<file path="config.mk">
export PLATFORM = sky130hd
export DESIGN_NAME = program_loader
export DESIGN_NICKNAME = d
export VERILOG_FILES = /design/src/rtl/program_loader.sv
export SDC_FILE = /design/constraint.sdc
export NUM_CORES = 1
export LEC_CHECK = 0
export BUFFER_PORTS_ARGS = -buffer_cell sky130_fd_sc_hd__buf_2
export CAP_MARGIN = 0
export CORE_MARGIN = 1.5
export CORE_UTILIZATION = 45
export CTS_CLUSTER_SIZE = 20
export DETAILED_ROUTE_END_ITERATION = 7
export MAX_ROUTING_LAYER = met4
export PLACE_DENSITY_LB_ADDON = 0.12
export SLEW_MARGIN = 25
export SYNTH_ARGS = -nofsm -noshare
export SYNTH_HDL_FRONTEND = slang
export SYNTH_SLANG_ARGS = --single-unit
export TNS_END_PERCENT = 50
</file>
<file path="constraint.sdc">
create_clock -name clock -period 3 [get_ports clock]
set_input_delay 0.6 -clock clock [delete_from_list [all_inputs] [get_ports clock]]
set_output_delay 0.6 -clock clock [all_outputs]
set_load 0.02 [all_outputs]
</file>
<file path="src/rtl/program_loader.sv">
// Byte-stream loader for instruction memory: assembles big-endian words from a valid/ready
// byte stream and writes them to consecutive addresses while holding the CPU frozen.
module program_loader #(
  parameter int unsigned ADDR_W   = 10,
  parameter logic [31:0] END_WORD = 32'hFFFF_FFFF
) (
  input  logic              clock,
  input  logic              reset,
  input  logic              start,
  input  logic [7:0]        rx_data,
  input  logic              rx_valid,
  output logic              rx_ready,
  output logic              imem_we,
  output logic [ADDR_W-1:0] imem_addr,
  output logic [31:0]       imem_wdata,
  output logic              cpu_hold,
  output logic              load_done,
  output logic [ADDR_W:0]   word_count,
  output logic              overflow_err
);

  typedef enum logic [1:0] {StIdle, StLoad, StWrite, StDone} state_e;

  localparam logic [ADDR_W-1:0] LastAddr = '1;

  state_e              state_q, state_d;
  logic [1:0]          byte_cnt_q, byte_cnt_d;
  logic [31:0]         word_q, word_d;
  logic [ADDR_W-1:0]   addr_q, addr_d;
  logic [ADDR_W:0]     count_q, count_d;
  logic                ovf_q, ovf_d;

  always_ff @(posedge clock) begin
    if (reset) begin
      state_q    <= StIdle;
      byte_cnt_q <= '0;
      word_q     <= '0;
      addr_q     <= '0;
      count_q    <= '0;
      ovf_q      <= 1'b0;
    end else begin
      state_q    <= state_d;
      byte_cnt_q <= byte_cnt_d;
      word_q     <= word_d;
      addr_q     <= addr_d;
      count_q    <= count_d;
      ovf_q      <= ovf_d;
    end
  end

  always_comb begin
    state_d    = state_q;
    byte_cnt_d = byte_cnt_q;
    word_d     = word_q;
    addr_d     = addr_q;
    count_d    = count_q;
    ovf_d      = ovf_q;

    unique case (state_q)
      StIdle: begin
        if (start) begin
          byte_cnt_d = '0;
          addr_d     = '0;
          count_d    = '0;
          ovf_d      = 1'b0;
          state_d    = StLoad;
        end
      end
      StLoad: begin
        // rx_ready is high throughout LOAD, so rx_valid alone marks an accepted byte
        if (rx_valid) begin
          case (byte_cnt_q)
            2'd0:    word_d[31:24] = rx_data;
            2'd1:    word_d[23:16] = rx_data;
            2'd2:    word_d[15:8]  = rx_data;
            default: word_d[7:0]   = rx_data;
          endcase
          byte_cnt_d = byte_cnt_q + 2'd1;
          if (byte_cnt_q == 2'd3) begin
            state_d = StWrite;
          end
        end
      end
      StWrite: begin
        count_d = count_q + 1'b1;
        if (word_q == END_WORD) begin
          state_d = StDone;
        end else if (addr_q == LastAddr) begin
          ovf_d   = 1'b1;
          state_d = StDone;
        end else begin
          addr_d     = addr_q + 1'b1;
          byte_cnt_d = '0;
          state_d    = StLoad;
        end
      end
      StDone: begin
        state_d = StIdle;
      end
      default: begin
        state_d = StIdle;
      end
    endcase
  end

  always_comb begin
    rx_ready     = (state_q == StLoad);
    // Gate with reset so a write in flight is dropped in the cycle reset is sampled
    imem_we      = (state_q == StWrite) && !reset;
    imem_addr    = imem_we ? addr_q : '0;
    imem_wdata   = imem_we ? word_q : '0;
    cpu_hold     = (state_q != StIdle);
    load_done    = (state_q == StDone);
    word_count   = count_q;
    overflow_err = ovf_q;
  end

endmodule

</file>
==> flow_metrics.tcl <==
set metrics [dict create \
    drv_slew 0 \
    cts_tree "yes" \
    first_global_vias 2513 \
    p_leak_nw 1.58 \
    grt_max_degree 51 \
    setup_tns_ns 0 \
    finalHoldViolCount 0 \
    areaGrowthSynthToFinish_pct 20.5 \
    dr_total_vias 2877 \
    max_cap_violations 0 \
    dp_cells 501 \
    ys_ff_latch 58 \
    rows 28 \
    dieArea_um2 6840 \
    cts_made_buffers 9 \
    timing.rr.start "state_q[1]$_SDFFE_PP0P_" \
    clock_path_buffers 2 \
    instances_no_fill 517 \
    tightest_slew_ns 0.552 \
    setup_slack_ns 0.441 \
    place_hpwl_um 5340 \
    dpl_worst_slack_ns 0.710 \
    root_buffer "clkbuf_8" \
    cts.sinks 58 \
    syn_nets 393 \
    fin_skew_ns 0.00857 \
    final_common_cell "nand2_1" \
    critical_path_class "reg -> out" \
    cts_resized 0 \
    fin_crit_ns 2.56 \
    grt_first_pass_wirelength_um 12200 \
    syn_inst 374 \
    rr_endpoint "addr_q[8]$_SDFFE_PP0P_" \
    switchingPower_w 0.000376 \
    drive_gt1_frac 0.208 \
    die_h_um 82.7 \
    pwr-share-clk 0.459 \
    status "finished clean" \
    startpoint "state_q[1]$_SDFFE_PP0P_" \
    pwr-share-seq 0.488 \
    coreArea_um2 6030 \
    cp-start-kind "flop" \
    yosysWarnings 0 \
    setup_viol 0 \
    die_w_um 82.7 \
    fmax_mhz 391 \
    required_ns 2.40 \
    portBuffers 69 \
    post-route-util 0.572 \
    fillers 574 \
    worstHoldStart "word_q[25]$_SDFFE_PP0P_" \
    cp-end-kind "output port" \
    nets 456 \
    crit_path_end "imem_addr[8]" \
    synth-seq-area-share 0.406 \
    r2r_cells 4 \
    drtPass1Iterations 4 \
    drc 0 \
    yosysUniqueCellTypes 42 \
    power_w 0.00161 \
    htree_num_levels 3 \
    vias_per_cell 5.56 \
    drt_iter0_drc 117 \
    synth.cell_area_um2 2860 \
    clk_pin_slew_ns 0.07 \
    avgRoutedWirePerCell_um 15.1 \
    grtUsageTotal 0.245 \
    maxSlewHeadroom 0.632 \
    clock_latency_ns 0.35 \
    gp_congestion 0.843 \
    cts_setup_buffers 0 \
    cp.arrival_ns 1.96 \
    peakVddDrop_v 0.000283 \
    antenna_found_initial 0 \
    post-route-period-util 0.853 \
    gr-total-overflow 0 \
    final_antenna_net_count 0 \
    hold_buffers 0 \
    ios 70 \
    final_cell_mix "83 x nand2_1, 69 x buf_2, 58 x dfxtp_1" \
    worstHoldPathType "reg -> reg" \
    combPwrFrac 0.053 \
    cp_max_fo 22 \
    start_util 0.475 \
    p_int_w 0.00123 \
    finalWirelength_um 7780 \
    netSwitchingFraction 0.234 \
    r2r_slack_ns 0.89 \
    grt_setup_unrepaired "false" \
    p_per_area_nw_per_um2 466 \
    synth.avg_cell_area_um2 7.65 \
    diodes 0 \
]
==> registers in the layout, summed over array words and instances, names as in the netlist <==
name,flops
state_q,2
byte_cnt_q,2
addr_q,10
word_count,11
word_q,32
overflow_err,1
==> power by group through the flow <==
stage / Combinational [W] / Sequential (W) / Clock, W
5_1_grt: 0.0000953 / 0.000785 / 0.000776
2_1_floorplan: 0.0000512 / 0.000799 / 0
3_3_place_gp: 0.0000842 / 0.000801 / 0
3_5_place_dp: 0.0000848 / 0.000802 / 0
6_report: 0.0000850 / 0.000785 / 0.000738
4_1_cts: 0.0000853 / 0.000784 / 0.000745
==> cell usage after synthesis (all sizes together) <==
cell	n	area, um2
nand2	83	312
dfxtp	58	1160
and3	49	307
a21oi	40	200
nor2	21	78.8
clkbuf	15	56.3
nand3	14	70.1
nand4	12	75.1
o21ai	11	55.1
buf	8	41.3
ha	7	87.6
o22a	6	52.6
inv	4	15.0
nand2b	4	25.0
nor4	4	25.0
a211oi	3	22.5
a31oi	3	33.8
nor3	3	15.0
or4	3	26.3
xor2	3	26.3
a22oi	2	15.0
and2	2	12.5
nor2b	2	12.5
o21a	2	15.0
o311ai	2	17.5
or2	2	12.5
or3	2	12.5
a21bo	1	10.0
a221o	1	10.0
a32o	1	10.0
clkinv	1	3.75
mux2i	1	10.0
nor4b	1	8.76
o2bb2ai	1	8.76
o31a	1	8.76
o31ai	1	7.51
==> worst max-delay path: stages (launching register included) <==
cell	delay, ns
dfxtp_1	0.46
nor2b_2	0.46
buf_4	0.30
and3_1	0.21
buf_2	0.17
==> worst min-delay path by stage <==
| stage | to | slack, ns | depth (start not counted) |
|---|---|---|---|
| 2_1_floorplan | word_q[13]$_SDFFE_PP0P_ | 0.44 | 2 |
| 3_3_place_gp | word_q[25]$_SDFFE_PP0P_ | 0.46 | 2 |
| 3_5_place_dp | word_q[18]$_SDFFE_PP0P_ | 0.46 | 2 |
| 4_1_cts | word_q[25]$_SDFFE_PP0P_ | 0.47 | 2 |
| 5_1_grt | word_q[18]$_SDFFE_PP0P_ | 0.49 | 2 |
| 6_report | word_q[25]$_SDFFE_PP0P_ | 0.47 | 2 |
==> layer usage <==
| layer | wire, um | GRT usage | up-vias |
|---|---|---|---|
| li1 | - | - | 1447 |
| met1 | 3540 | 0.302 | 1330 |
| met2 | 3690 | 0.396 | 91 |
| met3 | 433 | 0.0495 | 9 |
| met4 | 117 | 0.0900 | 0 |
| met5 | 0 | - | - |
==> final cells by class <==
cell class,count,area (um2),area share
multi-input cells,288,1590,0.460
flip-flops and latches,58,1160,0.337
repair buffers,75,390,0.113
clock buffers,14,163,0.0472
well taps,75,93.8,0.0272
clock inverters,2,35.0,0.0102
inverters,5,18.8,0.00544
==> through the flow <==
step,area (um2),hold WS (ns)
finish,3450,0.471
floorplan,2860,0.445
global placement,3250,0.458
global route,3450,0.494
CTS,3450,0.474
detailed placement,3250,0.463
==> kinds of logic (layout without fill, tap and decap cells) <==
group                    after synthesis  in the layout  share of synthesized area
adder cells (fa/ha/maj)                7              7                     0.0306
flip-flops                            58             58                      0.406
multiplexers                           1              1                    0.00350
buffers and inverters                 28             96                     0.0407
AO/OA/AOI/OAI                         75             75                      0.163
AND/OR/NAND/NOR                      202            202                      0.347
XOR/XNOR                               3              3                    0.00919
No activity file was read; power rests on OpenSTA's default activity.
